$ cat src/rtl/id_ex_stage_reg.sv
// ID/EX pipeline register with load-use hazard detection, bubble insertion,
// hold/flush handling and a saturating bubble counter.
module id_ex_stage_reg #(
  parameter int XLEN  = 32,
  parameter int CNT_W = 16
) (
  input  logic             clk,
  input  logic             reset,
  input  logic             hold,
  input  logic             flush,
  input  logic             id_valid,
  input  logic [XLEN-1:0]  id_pc,
  input  logic [XLEN-1:0]  id_rs1_data,
  input  logic [XLEN-1:0]  id_rs2_data,
  input  logic [XLEN-1:0]  id_imm,
  input  logic [4:0]       id_rs1,
  input  logic [4:0]       id_rs2,
  input  logic [4:0]       id_rd,
  input  logic [2:0]       id_funct3,
  input  logic [6:0]       id_funct7,
  input  logic             id_reg_write,
  input  logic             id_mem_read,
  input  logic             id_mem_write,
  input  logic             id_mem_to_reg,
  input  logic             id_alu_src,
  input  logic             id_branch,
  input  logic [1:0]       id_alu_op,
  output logic             hazard_stall,
  output logic             ex_valid,
  output logic [XLEN-1:0]  ex_pc,
  output logic [XLEN-1:0]  ex_rs1_data,
  output logic [XLEN-1:0]  ex_rs2_data,
  output logic [XLEN-1:0]  ex_imm,
  output logic [4:0]       ex_rs1,
  output logic [4:0]       ex_rs2,
  output logic [4:0]       ex_rd,
  output logic [2:0]       ex_funct3,
  output logic [6:0]       ex_funct7,
  output logic             ex_reg_write,
  output logic             ex_mem_read,
  output logic             ex_mem_write,
  output logic             ex_mem_to_reg,
  output logic             ex_alu_src,
  output logic             ex_branch,
  output logic [1:0]       ex_alu_op,
  output logic [CNT_W-1:0] bubble_count
);

  logic load_use;
  logic insert_bubble;
  logic count_sat;

  // rs2 is compared even for formats without an rs2 field; a spurious stall
  // is cheaper than decoding the format here.
  assign load_use = ex_valid & ex_mem_read & (ex_rd != 5'd0) & id_valid &
                    ((ex_rd == id_rs1) | (ex_rd == id_rs2));

  assign hazard_stall  = load_use & ~flush & ~hold;
  assign insert_bubble = flush | (~hold & load_use);
  assign count_sat     = (bubble_count == {CNT_W{1'b1}});

  always_ff @(posedge clk) begin
    if (reset || insert_bubble) begin
      ex_valid      <= 1'b0;
      ex_pc         <= '0;
      ex_rs1_data   <= '0;
      ex_rs2_data   <= '0;
      ex_imm        <= '0;
      ex_rs1        <= '0;
      ex_rs2        <= '0;
      ex_rd         <= '0;
      ex_funct3     <= '0;
      ex_funct7     <= '0;
      ex_reg_write  <= 1'b0;
      ex_mem_read   <= 1'b0;
      ex_mem_write  <= 1'b0;
      ex_mem_to_reg <= 1'b0;
      ex_alu_src    <= 1'b0;
      ex_branch     <= 1'b0;
      ex_alu_op     <= 2'b00;
    end else if (!hold) begin
      ex_valid      <= id_valid;
      ex_pc         <= id_pc;
      ex_rs1_data   <= id_rs1_data;
      ex_rs2_data   <= id_rs2_data;
      ex_imm        <= id_imm;
      ex_rs1        <= id_rs1;
      ex_rs2        <= id_rs2;
      ex_rd         <= id_rd;
      ex_funct3     <= id_funct3;
      ex_funct7     <= id_funct7;
      ex_reg_write  <= id_reg_write;
      ex_mem_read   <= id_mem_read;
      ex_mem_write  <= id_mem_write;
      ex_mem_to_reg <= id_mem_to_reg;
      ex_alu_src    <= id_alu_src;
      ex_branch     <= id_branch;
      ex_alu_op     <= id_alu_op;
    end
  end

  always_ff @(posedge clk) begin
    if (reset) begin
      bubble_count <= '0;
    end else if (insert_bubble && !count_sat) begin
      bubble_count <= bubble_count + CNT_W'(1);
    end
  end

endmodule
$ cat config.mk
export PLATFORM = sky130hd
export DESIGN_NAME = id_ex_stage_reg
export DESIGN_NICKNAME = d
export VERILOG_FILES = /design/src/rtl/id_ex_stage_reg.sv
export SDC_FILE = /design/constraint.sdc
export NUM_CORES = 1
export LEC_CHECK = 0
export CAP_MARGIN = 20
export CORE_MARGIN = 4
export CORE_UTILIZATION = 36
export CTS_CLUSTER_DIAMETER = 150
export DETAILED_ROUTE_END_ITERATION = 16
export GPL_TIMING_DRIVEN = 0
export PLACE_DENSITY = 0.77
export SLEW_MARGIN = 10
export SYNTH_ARGS = -nofsm -noshare
export SYNTH_HDL_FRONTEND = slang
export SYNTH_SLANG_ARGS = --single-unit
$ cat constraint.sdc
create_clock -name clk -period 1.7 [get_ports clk]
set_input_delay 0.17 -clock clk [delete_from_list [all_inputs] [get_ports clk]]
set_output_delay 0.17 -clock clk [all_outputs]
set_load 0.01 [all_outputs]
==> impl_metrics.tcl <==
set metrics [dict create \
    outcome "complete, but fails checks" \
    failing_checks "setup timing" \
    via_count 5878 \
    final_area_um2 11200 \
    post_synth_main_area_contributors "sky130_fd_sc_hd__dfxtp_1 (53%), sky130_fd_sc_hd__mux2i_1 (24%), sky130_fd_sc_hd__nor2_1 (10%)" \
    worst_slack_ns -0.183 \
    timing_hold_violations_final 0 \
    comb_power_share_pct 14.1 \
    drt-total-wl_um 21200 \
    final_max_slew_viol_count 0 \
    areaGrowthSynthToFinish_pct 68.8 \
    maximum_level_of_the_cts_h_tree 4 \
    die-height_um 144 \
    p_seq_share_pct 46.4 \
    grt_overflow 0 \
    hpwl_um 16300 \
    async_flop_share_pct 0 \
    worst_setup_path_startpoint "ex_rd[4]$_SDFFE_PP0N_" \
    maximum_root_to_sink_buffer_count 2 \
    cts.clk_slew.worst_paths_ns 0.06 \
    setup_viol_count_final 16 \
    grt.met2_usage_pct 33.9 \
    yosys_most_used_dff "sky130_fd_sc_hd__dfxtp_1" \
    drt_pre_antenna_iters 4 \
    die_area_um2 20700 \
    final_nets 1174 \
    worst-endpoint-arrival_ns 1.71 \
    avgSynthCellArea_um2 10.5 \
    stdcell_count 1249 \
    synth_fp_nets 804 \
    routedWlPerCell_um 17.0 \
    power_switching_share_pct 24.9 \
    ys_warn_count 0 \
    critical_path_launch_point_type "flop" \
    layout-drive-gt1-share_pct 11.1 \
    placed_instance_count 1208 \
    tritoncts "built" \
    grt_start_max_net_pins 17 \
    grt_antenna_before_repair 0 \
    layout_min_cycle_time_ns 1.88 \
    layout_worst_path_cycle_share_pct 111 \
    pwr_density_cell_nw_per_um2 838 \
    initial_utilization_pct 36.8 \
    io_pins 345 \
    hold_path_class "primary input to flop" \
    synth_top_cells_by_count "sky130_fd_sc_hd__nor2_1 (181), sky130_fd_sc_hd__dfxtp_1 (178), sky130_fd_sc_hd__mux2i_1 (162)" \
    total_switching_power_mw 2.34 \
    synth_seq_cells 178 \
    vdd_ir_drop_max_mv 0.672 \
    max_slew.worst_pin.slew_ns 0.862 \
    ff2ff_setup_slack_ns -0.16 \
    grt_util_met1_pct 21.1 \
    synthDistinctLibCells 35 \
    grt_setup_unrepaired "true" \
    cts_inserted_buffers 17 \
    totalNegativeSetupSlack_ns -1.12 \
    busiest_layer "met2" \
    clk_latency_ns 0.42 \
    max_freq_mhz 531 \
    cts.hold.buffers_added 0 \
    clkSinkCount 178 \
    ant_nets 0 \
    clock-root-buffer "sky130_fd_sc_hd__clkbuf_16" \
    grt.met3_usage_pct 8.20 \
    detailed_place.area_um2 10400 \
    internal-power_mw 7.08 \
    grt_first_pass_wirelength_um 31700 \
    io_buffer_count 342 \
    antennaDiodeCount 0 \
    grt.total_usage_pct 19.6 \
    via_count_of_the_first_global_routing_pass 6031 \
    timing.critical_path.fanout_max 4 \
    synth_top_area_share_pct 53.5 \
    synth_most_common_cell "sky130_fd_sc_hd__nor2_1" \
    place_congestion 0.797 \
    crit-reg2reg-launch "ex_rd[4]$_SDFFE_PP0N_" \
    critPathRequiredTime_ns 1.53 \
    die_x_um 144 \
    drc 0 \
    via_per_inst 4.71 \
    clockPowerShare_pct 39.5 \
    floorplan.core_area_um2 18100 \
    worst_slew_margin_rel_pct 42.5 \
    synthDominantAreaCellType "sky130_fd_sc_hd__dfxtp_1" \
    fin_skew_ns 0.0100 \
    power.leakage_nw 4.57 \
    yosysSeqAreaShare_pct 53.5 \
    mappedNetlistArea_um2 6660 \
    holdCritStartpoint "reset" \
    syn_inst 637 \
    maxCapViolations 0 \
    setup.worst_path.end_class "output pin" \
    number_of_synthesized_flops_with_an_enable_pin 0 \
    num_rows 49 \
    critPathKind "flop to output pin" \
    drt-initial-drc-count 189 \
]
==> layer usage <==
layer / routed length [µm] / part of all wire [%]
met2: 10600 / 50
met3: 2030 / 9.5
met4: 715 / 3.4
met5: 0 / 0
met1: 7930 / 37
==> cell families after synthesis <==
group                    count (synthesis)  share of synthesized area [%]
AO/OA/AOI/OAI                           11                           1.56
XOR/XNOR                                22                           2.89
adder cells (fa/ha/maj)                  1                          0.188
buffers and inverters                   39                           2.48
flip-flops                             178                           53.5
multiplexers                           163                           24.6
AND/OR/NAND/NOR                        223                           14.8
==> cell type report <==
cell class	count	area (µm²)
fill	1531	6840
sequential	178	3600
timing repair buffer	351	3490
multi-input combinational	420	3060
clock buffer	19	453
tap	229	287
buffer	39	253
clock inverter	13	100
==> cell usage in the layout (no fill, tap or decap), types with 2 or more instances in the layout <==
cell                                n
sky130_fd_sc_hd__nor2_1           178
sky130_fd_sc_hd__inv_6              5
sky130_fd_sc_hd__clkbuf_8           2
sky130_fd_sc_hd__and3_4             2
sky130_fd_sc_hd__clkbuf_2           6
sky130_fd_sc_hd__mux2i_1          162
sky130_fd_sc_hd__nand3_1            4
sky130_fd_sc_hd__xor2_2             3
sky130_fd_sc_hd__nor2_2             2
sky130_fd_sc_hd__buf_4             10
sky130_fd_sc_hd__dfxtp_1          162
sky130_fd_sc_hd__clkbuf_16         17
sky130_fd_sc_hd__nor2b_1            2
sky130_fd_sc_hd__clkdlybuf4s50_1  340
sky130_fd_sc_hd__a21oi_2            2
sky130_fd_sc_hd__dfxtp_4            6
sky130_fd_sc_hd__dfxtp_2           10
sky130_fd_sc_hd__nor4_2             2
sky130_fd_sc_hd__nor3_2             8
sky130_fd_sc_hd__nor4b_1            2
sky130_fd_sc_hd__xnor2_1           12
sky130_fd_sc_hd__clkinv_4           2
sky130_fd_sc_hd__xor2_1             7
sky130_fd_sc_hd__buf_6              9
sky130_fd_sc_hd__buf_2              3
sky130_fd_sc_hd__clkinv_2           4
sky130_fd_sc_hd__clkbuf_1          17
sky130_fd_sc_hd__nand2_1            6
sky130_fd_sc_hd__a21oi_1            2
sky130_fd_sc_hd__nand4_1            4
==> repair_timing <==
item	4_1_cts	5_1_grt
buffers inserted	4	5
pin swaps	7	13
cloned	0	0
resized for setup	42	24
setup endpoints to repair	177	177
==> power groups by stage <==
stage | clock [mW] | combinational, mW | sequential, mW
after floorplan | 0 | 0.459 | 4.52
after global placement | 0 | 1.27 | 4.46
after detailed placement | 0 | 1.28 | 4.47
after CTS | 3.82 | 1.32 | 4.37
after global routing | 3.98 | 1.43 | 4.38
final | 3.72 | 1.33 | 4.37
==> path summary, 6_finish.rpt <==
path	endpoint	depth (start not counted)
setup reg to reg	bubble_count[4]$_SDFFE_PP0P_	7
hold / removal	bubble_count[0]$_SDFFE_PP0P_	2
hold reg to reg	ex_rs2_data[12]$_SDFFE_PP0N_	2
setup / recovery	hazard_stall	6
==> critical path, cell delays in order, from the launching register on <==
cell	delay (ns)
sky130_fd_sc_hd__dfxtp_4	0.36
sky130_fd_sc_hd__xor2_1	0.16
sky130_fd_sc_hd__nor3_2	0.24
sky130_fd_sc_hd__a22o_2	0.22
sky130_fd_sc_hd__nand2_4	0.08
sky130_fd_sc_hd__nor2_4	0.12
sky130_fd_sc_hd__buf_6	0.12
==> through the flow <==
step / power [mW] / hold WS, ns / setup WS [ns] / util (%)
6_report: 9.42 / 0.160 / -0.183 / 62.2
5_1_grt: 9.80 / 0.194 / -0.245 / 62.2
4_1_cts: 9.51 / 0.152 / -0.218 / 61.4
3_5_place_dp: 5.75 / 0.482 / -0.761 / 57.6
3_3_place_gp: 5.73 / 0.472 / -0.691 / 57.6
2_1_floorplan: 4.98 / 0.314 / 0.00101 / -
Note: power is estimated with default switching activity, not from simulation.
